$ cat config.mk
export PLATFORM = sky130hd
export DESIGN_NAME = op_sequencer
export DESIGN_NICKNAME = d
export VERILOG_FILES = /design/src/rtl/op_sequencer.sv
export SDC_FILE = /design/constraint.sdc
export NUM_CORES = 1
export LEC_CHECK = 0
export CORE_MARGIN = 1
export CORE_UTILIZATION = 46
export CTS_CLUSTER_SIZE = 24
export DETAILED_ROUTE_END_ITERATION = 8
export PLACE_DENSITY = 0.74
export SETUP_SLACK_MARGIN = 0.2
export SLEW_MARGIN = 0
export SYNTH_ARGS = -nofsm -noshare
export SYNTH_HDL_FRONTEND = slang
export SYNTH_SLANG_ARGS = --single-unit
$ cat constraint.sdc
create_clock -name clk -period 1.6 [get_ports clk]
set_input_delay 0.32 -clock clk [delete_from_list [all_inputs] [get_ports clk]]
set_output_delay 0.32 -clock clk [all_outputs]
set_load 0.005 [all_outputs]
$ cat src/rtl/op_sequencer.sv
// Start/request/acknowledge sequencer with ack timeout, bounded retries, abort and error hold.
// Optional status outputs are enabled by defining OPSEQ_STATUS_EN.
module op_sequencer #(
    parameter int unsigned TIMEOUT   = 8,
    parameter int unsigned MAX_RETRY = 2,
    parameter int unsigned ERR_HOLD  = 2
) (
    input  logic       clk,
    input  logic       rst,
    input  logic       go,
    input  logic       abort,
    input  logic       ack,
    input  logic       fail,
    output logic       rdy,
    output logic       start,
    output logic       req,
    output logic       endd,
    output logic       er,
    output logic       stop,
    output logic       rt,
    output logic       interrupt,
    output logic [2:0] retry_cnt
`ifdef OPSEQ_STATUS_EN
    ,
    output logic       status_valid,
    output logic [1:0] status
`endif
);

    localparam logic [7:0] TMO_LAST  = 8'(TIMEOUT - 1);
    localparam logic [2:0] RETRY_LIM = 3'(MAX_RETRY);
    localparam logic [1:0] ERR_LAST  = 2'(ERR_HOLD - 1);

    typedef enum logic [2:0] {
        S_IDLE,
        S_START,
        S_WAIT,
        S_RETRY,
        S_DONE,
        S_ERR,
        S_STOP
    } state_t;

    state_t     state;
    state_t     state_nxt;
    logic       settle;
    logic [7:0] timer;
    logic [1:0] err_cnt;
    logic       attempt_failed;

    assign attempt_failed = (ack && fail) || (!ack && (timer == TMO_LAST));

    always_ff @(posedge clk or negedge rst) begin
        if (!rst) state <= S_IDLE;
        else      state <= state_nxt;
    end

    always_comb begin
        state_nxt = state;
        case (state)
            S_IDLE:  if (!settle && go && !abort) state_nxt = S_START;
            S_START: state_nxt = abort ? S_STOP : S_WAIT;
            S_WAIT: begin
                if (abort)                state_nxt = S_STOP;
                else if (ack && !fail)    state_nxt = S_DONE;
                else if (attempt_failed)  state_nxt = (retry_cnt < RETRY_LIM) ? S_RETRY : S_ERR;
            end
            S_RETRY: state_nxt = abort ? S_STOP : S_START;
            S_DONE:  state_nxt = S_IDLE;
            S_ERR:   if (err_cnt == ERR_LAST) state_nxt = S_IDLE;
            S_STOP:  state_nxt = S_IDLE;
            default: state_nxt = S_IDLE;
        endcase
    end

    always_comb begin
        rdy       = (state == S_IDLE) && !settle;
        start     = (state == S_START);
        req       = (state == S_WAIT);
        endd      = (state == S_DONE);
        er        = (state == S_ERR);
        stop      = (state == S_STOP);
        rt        = (state == S_RETRY);
        interrupt = (state == S_DONE) || ((state == S_ERR) && (err_cnt == 2'd0));
    end

    // settle forces one non-ready IDLE cycle after every terminal state
    always_ff @(posedge clk or negedge rst) begin
        if (!rst) begin
            settle    <= 1'b1;
            timer     <= '0;
            retry_cnt <= '0;
            err_cnt   <= '0;
        end else begin
            if ((state_nxt == S_IDLE) &&
                ((state == S_DONE) || (state == S_ERR) || (state == S_STOP)))
                settle <= 1'b1;
            else if (state == S_IDLE)
                settle <= 1'b0;

            if (state == S_START)     timer <= '0;
            else if (state == S_WAIT) timer <= timer + 8'd1;

            if ((state == S_IDLE) && (state_nxt == S_START))
                retry_cnt <= '0;
            else if ((state == S_RETRY) && (retry_cnt != 3'd7))
                retry_cnt <= retry_cnt + 3'd1;

            if (state == S_ERR) err_cnt <= err_cnt + 2'd1;
            else                err_cnt <= '0;
        end
    end

`ifdef OPSEQ_STATUS_EN
    assign status_valid = (state == S_DONE) || (state == S_STOP) ||
                          ((state == S_ERR) && (err_cnt == 2'd0));

    always_ff @(posedge clk or negedge rst) begin
        if (!rst) begin
            status <= '0;
        end else if (state_nxt != state) begin
            case (state_nxt)
                S_DONE:  status <= 2'b00;
                S_ERR:   status <= 2'b01;
                S_STOP:  status <= 2'b10;
                default: status <= status;
            endcase
        end
    end
`endif

endmodule

==> results <==
## worst max-delay path, delay by kind of cell, from the launching register on
| kind | cells | cell delay, ns |
|---|---|---|
| flops | 1 | 0.48 |
| buf+inv | 3 | 0.29 |
| simple gates | 1 | 0.40 |
## cell families (layout without fill, tap and decap cells)
| family | Yosys count | count (layout) | synth area share |
|---|---|---|---|
| compound gates | 17 | 17 | 0.116 |
| buf+inv | 11 | 68 | 0.0438 |
| xor+xnor | 2 | 2 | 0.0180 |
| simple gates | 47 | 47 | 0.277 |
| fa+ha+maj | 5 | 5 | 0.0644 |
| flops | 17 | 17 | 0.439 |
| mux | 4 | 4 | 0.0412 |
## layout by cell type (no fill, tap or decap), types with 4 or more instances in the layout
cell | netlist | routed
buf_6 | 0 | 24
buf_4 | 0 | 22
dfrtp_1 | 16 | 13
nand2_1 | 11 | 9
nor2_1 | 6 | 6
clkdlybuf4s50_1 | 0 | 5
and3_1 | 4 | 4
mux2i_1 | 4 | 4
buf_2 | 1 | 4
## per-layer routing
metal	track usage	routed length (µm)	up-vias	share of wire
li1	-	-	483	-
met1	0.328	1340	544	0.39
met2	0.511	1780	46	0.52
met3	0.0566	157	13	0.046
met4	0.161	129	0	0.038
met5	0	0	-	0
## how the worst min path moves through the flow
stage / depth (start not counted) / to / slack (ns)
floorplan: 0 / err_cnt[0]$_DFF_PN0_ / 0.02
global placement: 2 / settle$_DFFE_PN1P_ / 0.47
detailed placement: 2 / settle$_DFFE_PN1P_ / 0.49
CTS: 2 / timer[5]$_DFFE_PN0P_ / 0.33
global route: 2 / timer[2]$_DFFE_PN0P_ / 0.38
finish: 2 / timer[1]$_DFFE_PN0P_ / 0.35
## synth_stat cells (all sizes together), types with 3 or more instances
cell / instances
nor2: 6
inv: 6
clkbuf: 4
nand2: 11
o21ai: 4
a21oi: 4
o31ai: 3
mux2i: 4
ha: 5
dfrtp: 16
and3: 4
nand3: 5
or4: 3
## through the flow
stage / total power [mW] / area (µm²) / util / std cells
3_3_place_gp: 1.65 / 1310 / 0.660 / 156
6_report: 2.77 / 1700 / 0.856 / 187
4_1_cts: 2.40 / 1590 / 0.801 / 183
2_1_floorplan: 1.20 / 1030 / - / 103
3_5_place_dp: 1.69 / 1310 / 0.660 / 156
5_1_grt: 2.91 / 1700 / 0.856 / 187
## registers in the layout (all words and copies together), names as in the netlist
name       count
state          3
retry_cnt      3
settle         1
timer          8
err_cnt        2
## power by group
part	total [mW]	internal [mW]	switching [mW]	leakage [nW]
sequential	0.718	0.559	0.159	0.222
clock	0.247	0.0935	0.154	0.0177
combinational	1.80	1.07	0.738	0.579
## timing repair
item | 4_1_cts | 5_1_grt
setup endpoints to repair | 20 | 24
setup buffers | 23 | 3
gates resized for setup | 65 | 25
gates cloned | 0 | 1
pin swaps | 11 | 11
## layout make-up
cell class              instances  area (µm²)  area share
clock buffers                   3        22.5      0.0133
clock inverters                 1        5.00     0.00295
inverters                       6        27.5      0.0162
multi-input cells              75         649       0.383
flip-flops and latches         17         430       0.254
well taps                      27        33.8      0.0199
repair buffers                 58         528       0.311
==> results.toml <==
[global_routing]
grt_pass1_wl_um = 4400
antenna_found_initial = 0
overflow = 0
grt_max_degree = 18
grtUsageTotal = 0.291
first_global_vias = 992

[setup_path]
worstSetupEndpointType = "primary output"
cp_max_fo = 5
cp.required_ns = 1.28
arrival_ns = 1.48
worstReg2RegStart = "state[0]$_DFF_PN0_"
r2r-end = "timer[5]$_DFFE_PN0P_"
crit_slowest_cell = "dfrtp_2"
path_cells = "buf_6, or3b_4, inv_4, buf_6"
r2r_cells = 5
startpoint_type = "register"
cpMostUsedCell = "buf_6"
crit_end = "start"
worstSetupPathType = "reg -> out"
cp-startpoint = "state[2]$_DFF_PN0_"
r2r_slack_ns = -0.18
max_stage_delay_ns = 0.48

[sta]
slew_violations = 0
fmax_mhz = 555
setup_viol = 20
whs_ns = 0.346
setup_ws_ns = -0.201
max-slew-margin-rel = 0.735
rsz0062_at_grt = "yes"
worst_pin_slew_ns = 0.394
tns_ns = -2.11
hold_viol_final = 0
post-route-period-util = 1.13
min_period_ns = 1.80
clock_skew_ns = 0.00557

[placed_design]
io_buffers = 16
place_congestion = 0.766
dp_slack_ns = -0.211
dp_hpwl_um = 1580

[power_and_ir_drop]
leakagePower_nw = 0.819
peakVddDrop_mv = 1.31
power.density_mw_per_mm2 = 1630

[clock_network]
ctsHoldBuffers = 0
cts_root_buf = "clkbuf_4"
cts_sinks = 17
h-tree-depth = 1
cts_buffers = 3
cts_tree = "yes"
clkTransAtPathRegs_ns = 0.11
clk_path_buf_depth = 2
clkLatencyLatePin_ns = 0.31

[route]
routed_wirelength_um = 3400
post_drt_wl_per_cell_um = 18.2
dr.first_iter.drc_count = 42
ant_nets = 0
drc = 0
first_pass_iters = 4
routed_via_density = 5.81
vias = 1086

[synth]
async_reset_ff_frac = 1.00
synth.avg_cell_area_um2 = 9.43
yosys.area.top_type = "dfrtp_1"
yosysTopAreaCellShare = 0.412
ys_seq_area_frac = 0.439
synth.distinct_cells = 35
synth_area_leaders = "dfrtp_1 (41%), ha_1 (6.4%), nand2_1 (4.3%), mux2i_1 (4.1%), dfstp_2 (2.7%)"
synth_fp_nets = 114
synth_warnings = 0
synth-seq-cells = 17
synth_edf_count = 0
synth_area_um2 = 971
synthCells = 103
ys.flop_type = "dfrtp_1"

[floorplan]
start_util = 0.490
die_y_um = 47.9
rows = 16
io_pins = 17
die_area_mm2 = 0.00230
die_w_um = 47.9
coreArea_mm2 = 0.00198

[outcome]
violations = "negative setup slack"
outcome = "complete, but fails checks"

[run]
drv_cap = 0

[min_path]
min_path_type = "in -> async"

[final_layout]
fin_nets = 172
insertedDiodeCount = 0
area_delta_synth_final_pct = 74.7
fillers = 94
drive_gt1_frac = 0.544
Power figures use the tool's default switching activity.
